==> config.mk <==
export PLATFORM = sky130hd
export DESIGN_NAME = pc_unit
export DESIGN_NICKNAME = d
export VERILOG_FILES = /design/src/rtl/pc_unit.sv
export SDC_FILE = /design/constraint.sdc
export NUM_CORES = 1
export LEC_CHECK = 0
export ABC_AREA = 0
export BUFFER_PORTS_ARGS = -buffer_cell sky130_fd_sc_hd__buf_2
export CAP_MARGIN = 20
export CORE_MARGIN = 2
export CORE_UTILIZATION = 46
export CTS_CLUSTER_SIZE = 8
export DETAILED_ROUTE_END_ITERATION = 8
export PLACE_DENSITY = 0.89
export SLEW_MARGIN = 15
export SYNTH_ARGS = -nofsm -noshare
export SYNTH_HDL_FRONTEND = slang
export SYNTH_SLANG_ARGS = --single-unit
==> constraint.sdc <==
create_clock -name clock -period 1.9 [get_ports clock]
set_input_delay 0.19 -clock clock [delete_from_list [all_inputs] [get_ports clock]]
set_output_delay 0.19 -clock clock [all_outputs]
set_load 0.02 [all_outputs]
==> src/rtl/pc_unit.sv <==
// pc_unit: MIPS fetch-stage program counter with prioritised redirects, stall latch and optional RAS
// Optional feature macro: PC_RAS_EN (compiles in a RAS_DEPTH-entry return-address stack)
// Ports: clock, reset (sync, active-high); stall, exception, branch_taken/branch_target,
//   jump/jump_target, call, ret in; pc, pc_plus_inc, redirect_pending, ras_empty out
module pc_unit #(
  parameter int ADDR_W = 32,
  parameter logic [ADDR_W-1:0] RESET_VECTOR = '0,
  parameter logic [ADDR_W-1:0] EXC_VECTOR = ADDR_W'(32'h8000_0180),
  parameter int INC = 4,
  parameter int RAS_DEPTH = 4
) (
  input  logic              clock,
  input  logic              reset,
  input  logic              stall,
  input  logic              exception,
  input  logic              branch_taken,
  input  logic [ADDR_W-1:0] branch_target,
  input  logic              jump,
  input  logic [ADDR_W-1:0] jump_target,
  input  logic              call,
  input  logic              ret,
  output logic [ADDR_W-1:0] pc,
  output logic [ADDR_W-1:0] pc_plus_inc,
  output logic              redirect_pending,
  output logic              ras_empty
);
  logic              pend_valid, pend_branch, pend_call, pend_ret;
  logic [ADDR_W-1:0] pend_target, eff_target, ras_top, next_pc;
  logic              act, cap, eff_jump, j_call, j_ret, pop_hit;
  assign pc_plus_inc = pc + ADDR_W'(INC);
  assign redirect_pending = pend_valid;
  // a new request may replace the latched one only at equal or higher priority (branch >= jump)
  assign cap = stall & (branch_taken | (jump & (~pend_valid | ~pend_branch)));
  // on the release cycle the latched redirect wins over anything new
  assign act = ~stall & ~exception;
  assign eff_jump = pend_valid ? ~pend_branch : ~branch_taken & jump;
  assign eff_target = pend_valid ? pend_target : branch_taken ? branch_target : jump_target;
  assign j_call = act & eff_jump & (pend_valid ? pend_call : call);
  assign j_ret = act & eff_jump & (pend_valid ? pend_ret : ret);
  assign next_pc = exception ? EXC_VECTOR :
                   stall ? pc :
                   pop_hit ? ras_top :
                   (pend_valid | branch_taken | jump) ? eff_target : pc_plus_inc;
  always_ff @(posedge clock) begin
    if (reset) begin
      pc <= RESET_VECTOR;
      pend_valid <= 1'b0;
      pend_branch <= 1'b0;
      pend_call <= 1'b0;
      pend_ret <= 1'b0;
      pend_target <= '0;
    end else begin
      pc <= next_pc;
      if (exception || (!stall && pend_valid)) pend_valid <= 1'b0;
      else if (cap) begin
        pend_valid <= 1'b1;
        pend_branch <= branch_taken;
        pend_target <= branch_taken ? branch_target : jump_target;
        pend_call <= ~branch_taken & call;
        pend_ret <= ~branch_taken & ret;
      end
    end
  end
`ifdef PC_RAS_EN
  localparam int PW = $clog2(RAS_DEPTH);
  localparam int CW = $clog2(RAS_DEPTH + 1);
  logic [ADDR_W-1:0] ras [RAS_DEPTH];
  logic [PW-1:0]     top, top_up, top_dn;
  logic [CW-1:0]     cnt;
  assign ras_empty = cnt == '0;
  assign top_up = top == PW'(RAS_DEPTH - 1) ? '0 : top + 1'b1;
  assign top_dn = top == '0 ? PW'(RAS_DEPTH - 1) : top - 1'b1;
  assign ras_top = ras[top];
  // call+ret replaces the top entry, so no pop happens in that case
  assign pop_hit = j_ret & ~j_call & ~ras_empty;
  always_ff @(posedge clock) begin
    if (reset) begin
      top <= '0;
      cnt <= '0;
    end else if (j_call && j_ret) ras[top] <= pc_plus_inc;
    else if (j_call) begin
      ras[top_up] <= pc_plus_inc;
      top <= top_up;
      if (cnt != CW'(RAS_DEPTH)) cnt <= cnt + 1'b1;
    end else if (pop_hit) begin
      top <= top_dn;
      cnt <= cnt - 1'b1;
    end
  end
`else
  logic unused_ras;
  assign ras_empty = 1'b1;
  assign ras_top = '0;
  assign pop_hit = 1'b0;
  assign unused_ras = ^{j_call, j_ret, RAS_DEPTH > 1};
`endif
endmodule

Yosys cells after proc, flatten, opt, wreduce, memory -nomap -nowiden
Index checks and enable logic that the tools add are counted.
{"block": "word_totals", "regBits": 66, "input_bits": 72}
{"block": "op_classes", "eq_ne": 1, "reduce_logical": 6, "n_mux": 5, "add_sub_neg": 1, "bitwise": 9}
{"op": "$mux 32", "n": 5}
{"op": "$add 32x3->32 const B", "n": 1}
{"op": "$or 1x1->1", "n": 4}
{"op": "$reduce_or 2->1", "n": 2}
{"op": "$not 1->1", "n": 3}
{"op": "$and 1x1->1", "n": 2}
{"op": "$ne 2x1->1 const B", "n": 1}
{"op": "$reduce_and 2->1", "n": 1}
{"op": "$logic_and 1x1->1", "n": 1}
{"op": "$logic_not 1->1", "n": 1}
{"op": "$logic_or 1x1->1", "n": 1}

Longest topological paths before layout
Gate-level depths: netlist (run 1).
{"block": "logic_depth", "ltp_word": 6, "mapped_depth": 8, "ltp_nobuf": 6}

Worst setup path before layout (run 1)
Ideal clock, no wire load.
{"block": "synth_path", "kind": "register -> output", "start": "register pc[2]", "end": "output pc_plus_inc[30]", "path_buffers": 1, "slack_ps": -335, "path_stages_with_launch": 7, "t_required_ps": 1710, "t_arrival_ps": 2045, "path_cell_list": "dfxtp_1 > ha_1 > nand3_1 > nor3_1 > buf_4 > nand3_1 > xnor2_1"}
{"block": "synth_via", "elab_chain_cells": 1}
{"item": "start, declared", "line_no": "22", "text": "output logic [ADDR_W-1:0] pc,"}
{"item": "start signal, assigned", "line_no": "53", "text": "pc <= next_pc;"}
{"item": "$add 32x3->32", "line_no": "30", "text": "assign pc_plus_inc = pc + ADDR_W'(INC);"}
{"item": "end, declared", "line_no": "23", "text": "output logic [ADDR_W-1:0] pc_plus_inc,"}
No other way between the ends.

Final worst setup path (run 1)
{"block": "layout_path", "start": "register pc[9]", "end": "output pc_plus_inc[24]"}
Same word-level chain as after synthesis.

==> results_dict.tcl, run 1 <==
set metrics [dict create \
    grt_max_degree 49 \
    yosysSeqAreaShare 0.318 \
    ys_ff_latch 66 \
    area_growth_pct 54.9 \
    vias 5526 \
    cts_htree_levels 3 \
    cts_root_buf "clkbuf_8" \
    cts_made_buffers 9 \
    maxCapViolations 0 \
    async_flop_share 0 \
    dr.pass1.iters 7 \
    gp_congestion 0.944 \
    avgSynthCellArea_um2 8.08 \
    hold_ws_ps 179 \
    nNetsFinal 789 \
    yosys_most_used_dff "dfxtp_1" \
    vias_per_cell 6.67 \
    io_pins 138 \
    path_clk_slew_ps 70 \
    clk_latency_ps 370 \
    hold_path_class "in2reg" \
    wl_per_cell_um 22.6 \
    slew_violations 0 \
    initial_core_util 0.476 \
    relSlewSlack 0.594 \
    clock_path_buffers 2 \
    violations "setup timing" \
    dp_cells 770 \
    critPathCaptureType "output pin" \
    dp_hpwl_um 10400 \
    synth.distinct_cells 66 \
    rsz0062_at_grt "yes" \
    rows 34 \
    first_iter_violations 758 \
    grt_overflow 0 \
    antenna_found_initial 0 \
    yosys_warnings 0 \
    route.layer.met1.wl_um 6570 \
    antenna_left 0 \
    synth_fp_nets 587 \
    critPathKind "reg2out" \
    drt_wl_total_um 18700 \
    tightest_slew_ps 603 \
    fmax_mhz 440 \
    finalPower_mw 3.61 \
    port-buffer-count 134 \
    final_cells 829 \
    fp.dieW_um 99.0 \
    die_h_um 99.0 \
    start_kind "flop" \
    peakVddDrop_v 0.000359 \
    grt_usage 0.319 \
    layout_commonest_cell "buf_2" \
    run_status "complete, but fails checks" \
    p_leak_nw 3.04 \
    hold_viol 0 \
    first_global_vias 5013 \
    synth_top_area_frac 0.318 \
    cp.required_ps 1710 \
    cts_tree "done" \
    synthCells 514 \
    final_area_um2 6430 \
    fp.dieArea_um2 9810 \
    crit_fanout 3 \
    timing.final.crit_share 1.20 \
    synth_edf_count 0 \
    wl_met3_um 2420 \
    n_antenna_cell 0 \
    dpl_cell_area_um2 5350 \
    clock-sinks 66 \
    highest_layer "met4" \
    skew_ps 18.0 \
    post-route-min-period_ps 2270 \
    synth_area_um2 4150 \
    core-area_um2 8720 \
    met2_length_um 8080 \
    grt_pass1_wl_um 25100 \
    crit_arrival_ps 2080 \
    final-setup-viol-count 34 \
    yosysTopAreaCell "dfxtp_1" \
    power_density_nw_per_um2 561 \
    drc 0 \
    fin_ws_ps -375 \
    drive_gt1_frac 0.481 \
    synth.area.top_cells "dfxtp_1, mux2i_1, a211oi_1" \
    layout_common_cells "buf_2, buf_4, nor2_1" \
]
## kinds of logic (layout without fill, tap and decap cells)
family                   count (synthesis)  in the layout  synth area share
flip-flops                              66             66             0.318
AO/OA/AOI/OAI                          168            168             0.274
XOR/XNOR                                28             28            0.0590
multiplexers                            33             33            0.0798
other                                    1              1          0.000903
buffers and inverters                   54            261            0.0569
adder cells (fa/ha/maj)                  1              1           0.00301
AND/OR/NAND/NOR                        163            163             0.208
## routing by layer
layer / track usage / vias to the layer above
met5: 0 / -
met4: 0.180 / 0
met3: 0.0582 / 188
met2: 0.514 / 541
met1: 0.401 / 2479
li1: - / 2318
## power breakdown
group / leakage, nW / internal, mW / total [mW] / switching, mW
Combinational: 2.39 / 0.378 / 0.925 / 0.547
Clock: 0.0965 / 0.579 / 1.16 / 0.577
Sequential: 0.553 / 1.46 / 1.53 / 0.0709
## worst max-delay path: stages, from the launching register on
cell,delay (ps)
dfxtp_2,360
nand4_1,170
buf_4,200
nor4_4,390
nand4_1,260
xnor2_2,190
buf_4,150
## what timing repair did
action / CTS / global route
gates cloned: 1 / 0
endpoints found under the setup margin: 23 / 32
gates resized for setup: 61 / 70
buffers inserted: 27 / 19
hold buffers: 0 / 0
pin swaps: 22 / 31
## stage by stage
| stage | setup TNS (ps) | util | worst slack (ps) |
|---|---|---|---|
| 2_1_floorplan | 0 | - | 1.31 |
| 3_3_place_gp | 0 | 0.614 | 54.6 |
| 3_5_place_dp | 0 | 0.614 | 11.9 |
| 4_1_cts | -1700 | 0.686 | -158 |
| 5_1_grt | -7490 | 0.738 | -413 |
| 6_report | -5790 | 0.738 | -375 |
## final cells by class
class / instances / area [um2]
fillers: 557 / 2290
multi-input cells: 394 / 3080
repair buffers: 236 / 1630
clock inverters: 2 / 10.0
clock buffers: 14 / 173
inverters: 9 / 33.8
flip-flops and latches: 66 / 1370
well taps: 108 / 135
## flip-flops by register name (all words and copies together), names as in the netlist, named ones only
register          cells
redirect_pending      1
pend_branch           1
pc                   30
pend_target          32
## synth_stat cells (all sizes together) (13+ instances only)
library cell and instances:
dfxtp 66, nor2 66, buf 13, nand3 19
a21oi 41, a211oi 34, clkbuf 32, mux2i 32
o21ai 35, nand2 29, xnor2 22
## final timing paths
check        cells past startpoint  slack [ps]             from               to
min                              3         180  jump_target[30]  pend_target[30]
max                              6        -370            pc[9]  pc_plus_inc[24]
max reg2reg                      8        -310            pc[9]           pc[28]
min reg2reg                      2         490      pend_branch      pend_branch
(Power assumes the default switching activity.)
==> run 2, diff against run 1 <==
MAX_ROUTING_LAYER = met4   (was default)
==> run 2 against run 1 <==
The flow still finishes with violations (setup timing); global-route usage up 1.4 points; wire length down 4.2%; clock power down 3%; critical path depth unchanged; sequential share of layout area up 0.059 points; first-iteration DRC count down 16%; clock skew up 3.7 ps; non-clock buffer count up 1; fmax down 1.6%; worst hold slack worse by 42 ps; via count down 2.3%; sequential power about the same; critical path type unchanged; critical endpoint is now pc_plus_inc[28].
==> results_dict.tcl, run 2 (synthesis gave the netlist of run 1 again) <==
set metrics [dict create \
    run_status "complete, but fails checks" \
    violations "setup timing" \
    critPathKind "reg2out" \
    layout_common_cells "buf_2, buf_4, nor2_1" \
    clock_path_buffers 2 \
    first_iter_violations 633 \
    cp.required_ps 1710 \
    cp_cell_sequence "nand3_4 -> nor4_4 -> buf_4 -> nand3_4 -> xnor2_2 -> buf_4" \
    drive_gt1_frac 0.475 \
    fp.dieArea_um2 9810 \
    path_clk_slew_ps 80 \
    dp_hpwl_um 10400 \
    dr.pass1.iters 7 \
    drt_wl_total_um 17900 \
    initial_core_util 0.476 \
    clk_latency_ps 370 \
    antenna_left 0 \
    final-setup-viol-count 33 \
    area_growth_pct 53.5 \
    core-area_um2 8720 \
    crit_fanout 3 \
    nNetsFinal 790 \
    peakVddDrop_v 0.000416 \
    antenna_found_initial 0 \
    drc 0 \
    hold_viol 0 \
    hold_path_class "in2reg" \
    grt_pass1_wl_um 25300 \
    clock-sinks 66 \
    io_pins 138 \
    fillers 583 \
    reg2reg_from "pc[21]" \
    first_global_vias 4788 \
    power_density_nw_per_um2 553 \
    slew_violations 0 \
    grt_usage 0.333 \
    cts_hold_buf 0 \
    largest_reg_flops 32 \
    fmax_mhz 432 \
    fin_ws_ps -413 \
    cpMaxStageDelayCell "dfxtp_1" \
    rsz0062_at_grt "yes" \
    critPathCaptureType "output pin" \
    n_antenna_cell 0 \
    skew_ps 21.7 \
    die_h_um 99.0 \
    tightest_slew_ps 608 \
    reg2regPathDepth 7 \
    crit_arrival_ps 2120 \
    start_kind "flop" \
    wl_per_cell_um 21.6 \
    vias_per_cell 6.50 \
    grt_max_degree 49 \
    maxCapViolations 0 \
    min-delay-start "jump_target[30]" \
    port-buffer-count 134 \
    vias 5397 \
    regMostFlops "pend_target" \
    cts_root_buf "clkbuf_8" \
    top_regs "pend_target (32), pc (30)" \
    timing.final.crit_share 1.22 \
    grt_overflow 0 \
    cts_htree_levels 3 \
    rows 34 \
    dp_worst_setup_slack_ps 25.1 \
    max_stage_delay_ps 520 \
    utilization 0.731 \
    p_leak_nw 3.01 \
    gp_congestion 0.971 \
    layout_commonest_cell "buf_2" \
    cts_tree "done" \
    fp.dieW_um 99.0 \
    cts_made_buffers 9 \
    startpoint "pc[21]" \
    post-route-min-period_ps 2310 \
    relSlewSlack 0.595 \
    hold_depth 3 \
]
[run 2: critical path, delay by kind of cell (launching register included)]
family,cells,cell delay [ps]
AND/OR/NAND/NOR,3,720
flip-flops,1,520
buffers and inverters,2,350
XOR/XNOR,1,170
[run 2: layer usage]
metal,track usage,share of wire,vias to the layer above
met5,-,0,-
met4,0.145,0.065,0
met3,0.0674,0.12,143
met2,0.515,0.44,509
met1,0.423,0.37,2429
li1,-,-,2316
[run 2: power breakdown]
| group | internal, mW | leakage (nW) | switching, mW | total, mW |
|---|---|---|---|---|
| combinational | 0.358 | 2.37 | 0.522 | 0.880 |
| clock | 0.540 | 0.0932 | 0.577 | 1.12 |
| sequential | 1.46 | 0.551 | 0.0702 | 1.53 |
| total | 2.36 | 3.01 | 1.17 | 3.53 |
[run 2: layout make-up]
| type | count | area [um2] | share of cell area |
|---|---|---|---|
| multi-input combinational | 394 | 3070 | 0.481 |
| clock buffer | 13 | 159 | 0.0249 |
| sequential | 66 | 1360 | 0.213 |
| inverter | 9 | 33.8 | 0.00530 |
| tap | 108 | 135 | 0.0212 |
| clock inverter | 3 | 15.0 | 0.00236 |
| timing repair buffer | 237 | 1610 | 0.252 |
[run 2: per-stage QoR]
| stage | TNS, ps | cells | hold WS (ps) | cell area, um2 | total power [mW] |
|---|---|---|---|---|---|
| after floorplan | 0 | 514 | 347 | 4250 | 2.01 |
| after global placement | 0 | 768 | 462 | 5310 | 2.29 |
| after detailed placement | 0 | 768 | 488 | 5310 | 2.32 |
| after CTS | -2030 | 811 | 136 | 6050 | 3.42 |
| after global routing | -7480 | 830 | 159 | 6370 | 3.64 |
| final | -6360 | 830 | 137 | 6370 | 3.53 |
[run 2: timing repair]
| item | in CTS | in global routing |
|---|---|---|
| endpoints found under the hold margin | 0 | 0 |
| gates resized for setup | 82 | 37 |
| buffers inserted | 26 | 22 |
| setup endpoints to repair | 20 | 33 |
| pin swaps | 30 | 25 |
| cloned | 1 | 0 |
[run 2: worst paths after layout]
path / end / slack [ps]
hold / removal: pend_target[30] / 140
setup reg to reg: pc[28] / -380
setup / recovery: pc_plus_inc[28] / -410
hold reg to reg: pend_target[28] / 500
==> run 3, diff against run 2 <==
CORE_UTILIZATION = 51   (was 46)
PLACE_DENSITY = 0.93   (was 0.89)
clock period = 2.3 ns   (was 1.9 ns; I/O delays follow)
==> run 3 against run 2 <==
The flow still finishes with violations (setup timing); setup slack better by 380 ps; die area is 9.4% lower; register-to-register slack better by 540 ps; largest power group unchanged; clock skew is 8.4 ps lower.
==> results_dict.tcl, run 3 (synthesis gave the netlist of run 1 again) <==
set metrics [dict create \
    hold_path_class "in2reg" \
    peakVddDrop_v 0.000282 \
    start_kind "flop" \
    fp.dieW_um 94.3 \
    drc 0 \
    path_clk_slew_ps 70 \
    dp_hpwl_um 9250 \
    cts_htree_levels 3 \
    grt_pass1_wl_um 20000 \
    critPathCaptureType "output pin" \
    rows 32 \
    n_antenna_cell 0 \
    port-buffer-count 134 \
    largest_reg_flops 32 \
    final-setup-viol-count 1 \
    crit_arrival_ps 2100 \
    dp_worst_setup_slack_ps 186 \
    antenna_left 0 \
    p_leak_nw 2.37 \
    clock-sinks 66 \
    grt_max_degree 65 \
    fp.dieArea_um2 8880 \
    wl_per_cell_um 17.4 \
    fin_ws_ps -28.8 \
    final.setup.tns_ps -28.8 \
    cts_tree "done" \
    maxCapViolations 0 \
    dr.pass1.iters 5 \
    cts_made_buffers 9 \
    gp_congestion 0.946 \
    area_growth_pct 27.7 \
    drt_wl_total_um 13100 \
    grt_overflow 0 \
    power_density_nw_per_um2 518 \
    fmax_mhz 429 \
    grt_usage 0.295 \
    first_iter_violations 584 \
    vias_per_cell 6.23 \
    relSlewSlack 0.445 \
    finalPower_mw 2.75 \
    tightest_slew_ps 831 \
    cpMaxStageDelayCell "dfxtp_4" \
    violations "setup timing" \
    die_h_um 94.3 \
    cp_top_family "simple AND/OR/NAND/NOR gates" \
    post-route-min-period_ps 2330 \
    layout_commonest_cell "buf_2" \
    crit_fanout 11 \
    core-area_um2 7810 \
    hold_viol 0 \
    skew_ps 13.3 \
    cp.required_ps 2070 \
    clk_latency_ps 350 \
    timing.final.crit_share 1.01 \
    first_global_vias 4145 \
    max_stage_delay_ps 410 \
    drive_gt1_frac 0.343 \
    run_status "complete, but fails checks" \
    io_pins 138 \
    clock_path_buffers 2 \
    critPathKind "reg2out" \
    cp_cell_sequence "nand4_4 -> nor4_4 -> buf_12 -> nand4_1 -> xnor2_1 -> buf_4" \
    path_buf_inv 2 \
    layout_common_cells "buf_2, nor2_1, dfxtp_1" \
    antenna_found_initial 0 \
    initial_core_util 0.532 \
    cts_root_buf "clkbuf_8" \
    top_regs "pend_target (32), pc (30)" \
    slew_violations 0 \
    regMostFlops "pend_target" \
    nNetsFinal 720 \
    vias 4692 \
]
run 3: cell types whose count changed in the layout (fill, tap and decap cells not counted), moves of 5 or more:
cell	change
buf_6	-15
dfxtp_2	-5
xnor2_1	+18
buf_4	-75
nand3_1	+9
nand2_4	-5
buf_2	+20
xnor2_2	-17
nand2_1	+5
nand3_4	-10
run 3: what timing repair did:
item                                    CTS  global route
resized for setup                        11            23
pin swaps                                 3            10
hold buffers                              0             0
buffers inserted                          3             8
endpoints found under the setup margin   15            12
cloned                                    0             1
run 3: path summary, 6_finish.rpt:
check | start | end | slack [ps] | cells past startpoint
min | jump_target[30] | pend_target[30] | 190 | 3
max reg2reg | pc[4] | pc[17] | 160 | 7
min reg2reg | pend_branch | pend_branch | 480 | 2
max | pc[4] | pc_plus_inc[17] | -30 | 6
run 3: power breakdown:
part           leakage, nW  switching, mW  internal [mW]  total, mW
Sequential           0.550         0.0622           1.20       1.27
Combinational         1.73          0.361          0.237      0.597
Clock               0.0920          0.446          0.440      0.886
Total                 2.37          0.869           1.88       2.75
run 3: layer usage:
layer  track usage  vias up  wire [um]
met3        0.0546       47       1500
met2         0.443      343       6050
met4         0.118        0        329
met1         0.392     2128       5260
met5             -        -          0
li1              -     2174          -
run 3: final cells by class:
cell class	count	area, um2
multi-input combinational	394	2640
fill	615	2500
sequential	66	1360
timing repair buffer	167	973
clock buffer	12	155
tap	102	128
inverter	9	33.8
clock inverter	3	15.0
run 3: worst register-to-register path: stages, from the launching register on:
cell	delay, ps
dfxtp_4	410
nand4_4	150
nor4_4	370
buf_12	190
nand4_1	180
buf_4	200
or4_1	480
nand3_1	110
run 3: metrics by stage:
step / instances / cell area, um2 / utilization / hold slack (ps)
floorplan: 514 / 4150 / - / 387
finish: 753 / 5310 / 0.679 / 193
CTS: 744 / 5180 / 0.663 / 180
global route: 753 / 5310 / 0.679 / 207
detailed placement: 726 / 4950 / 0.634 / 473
global placement: 726 / 4950 / 0.634 / 458
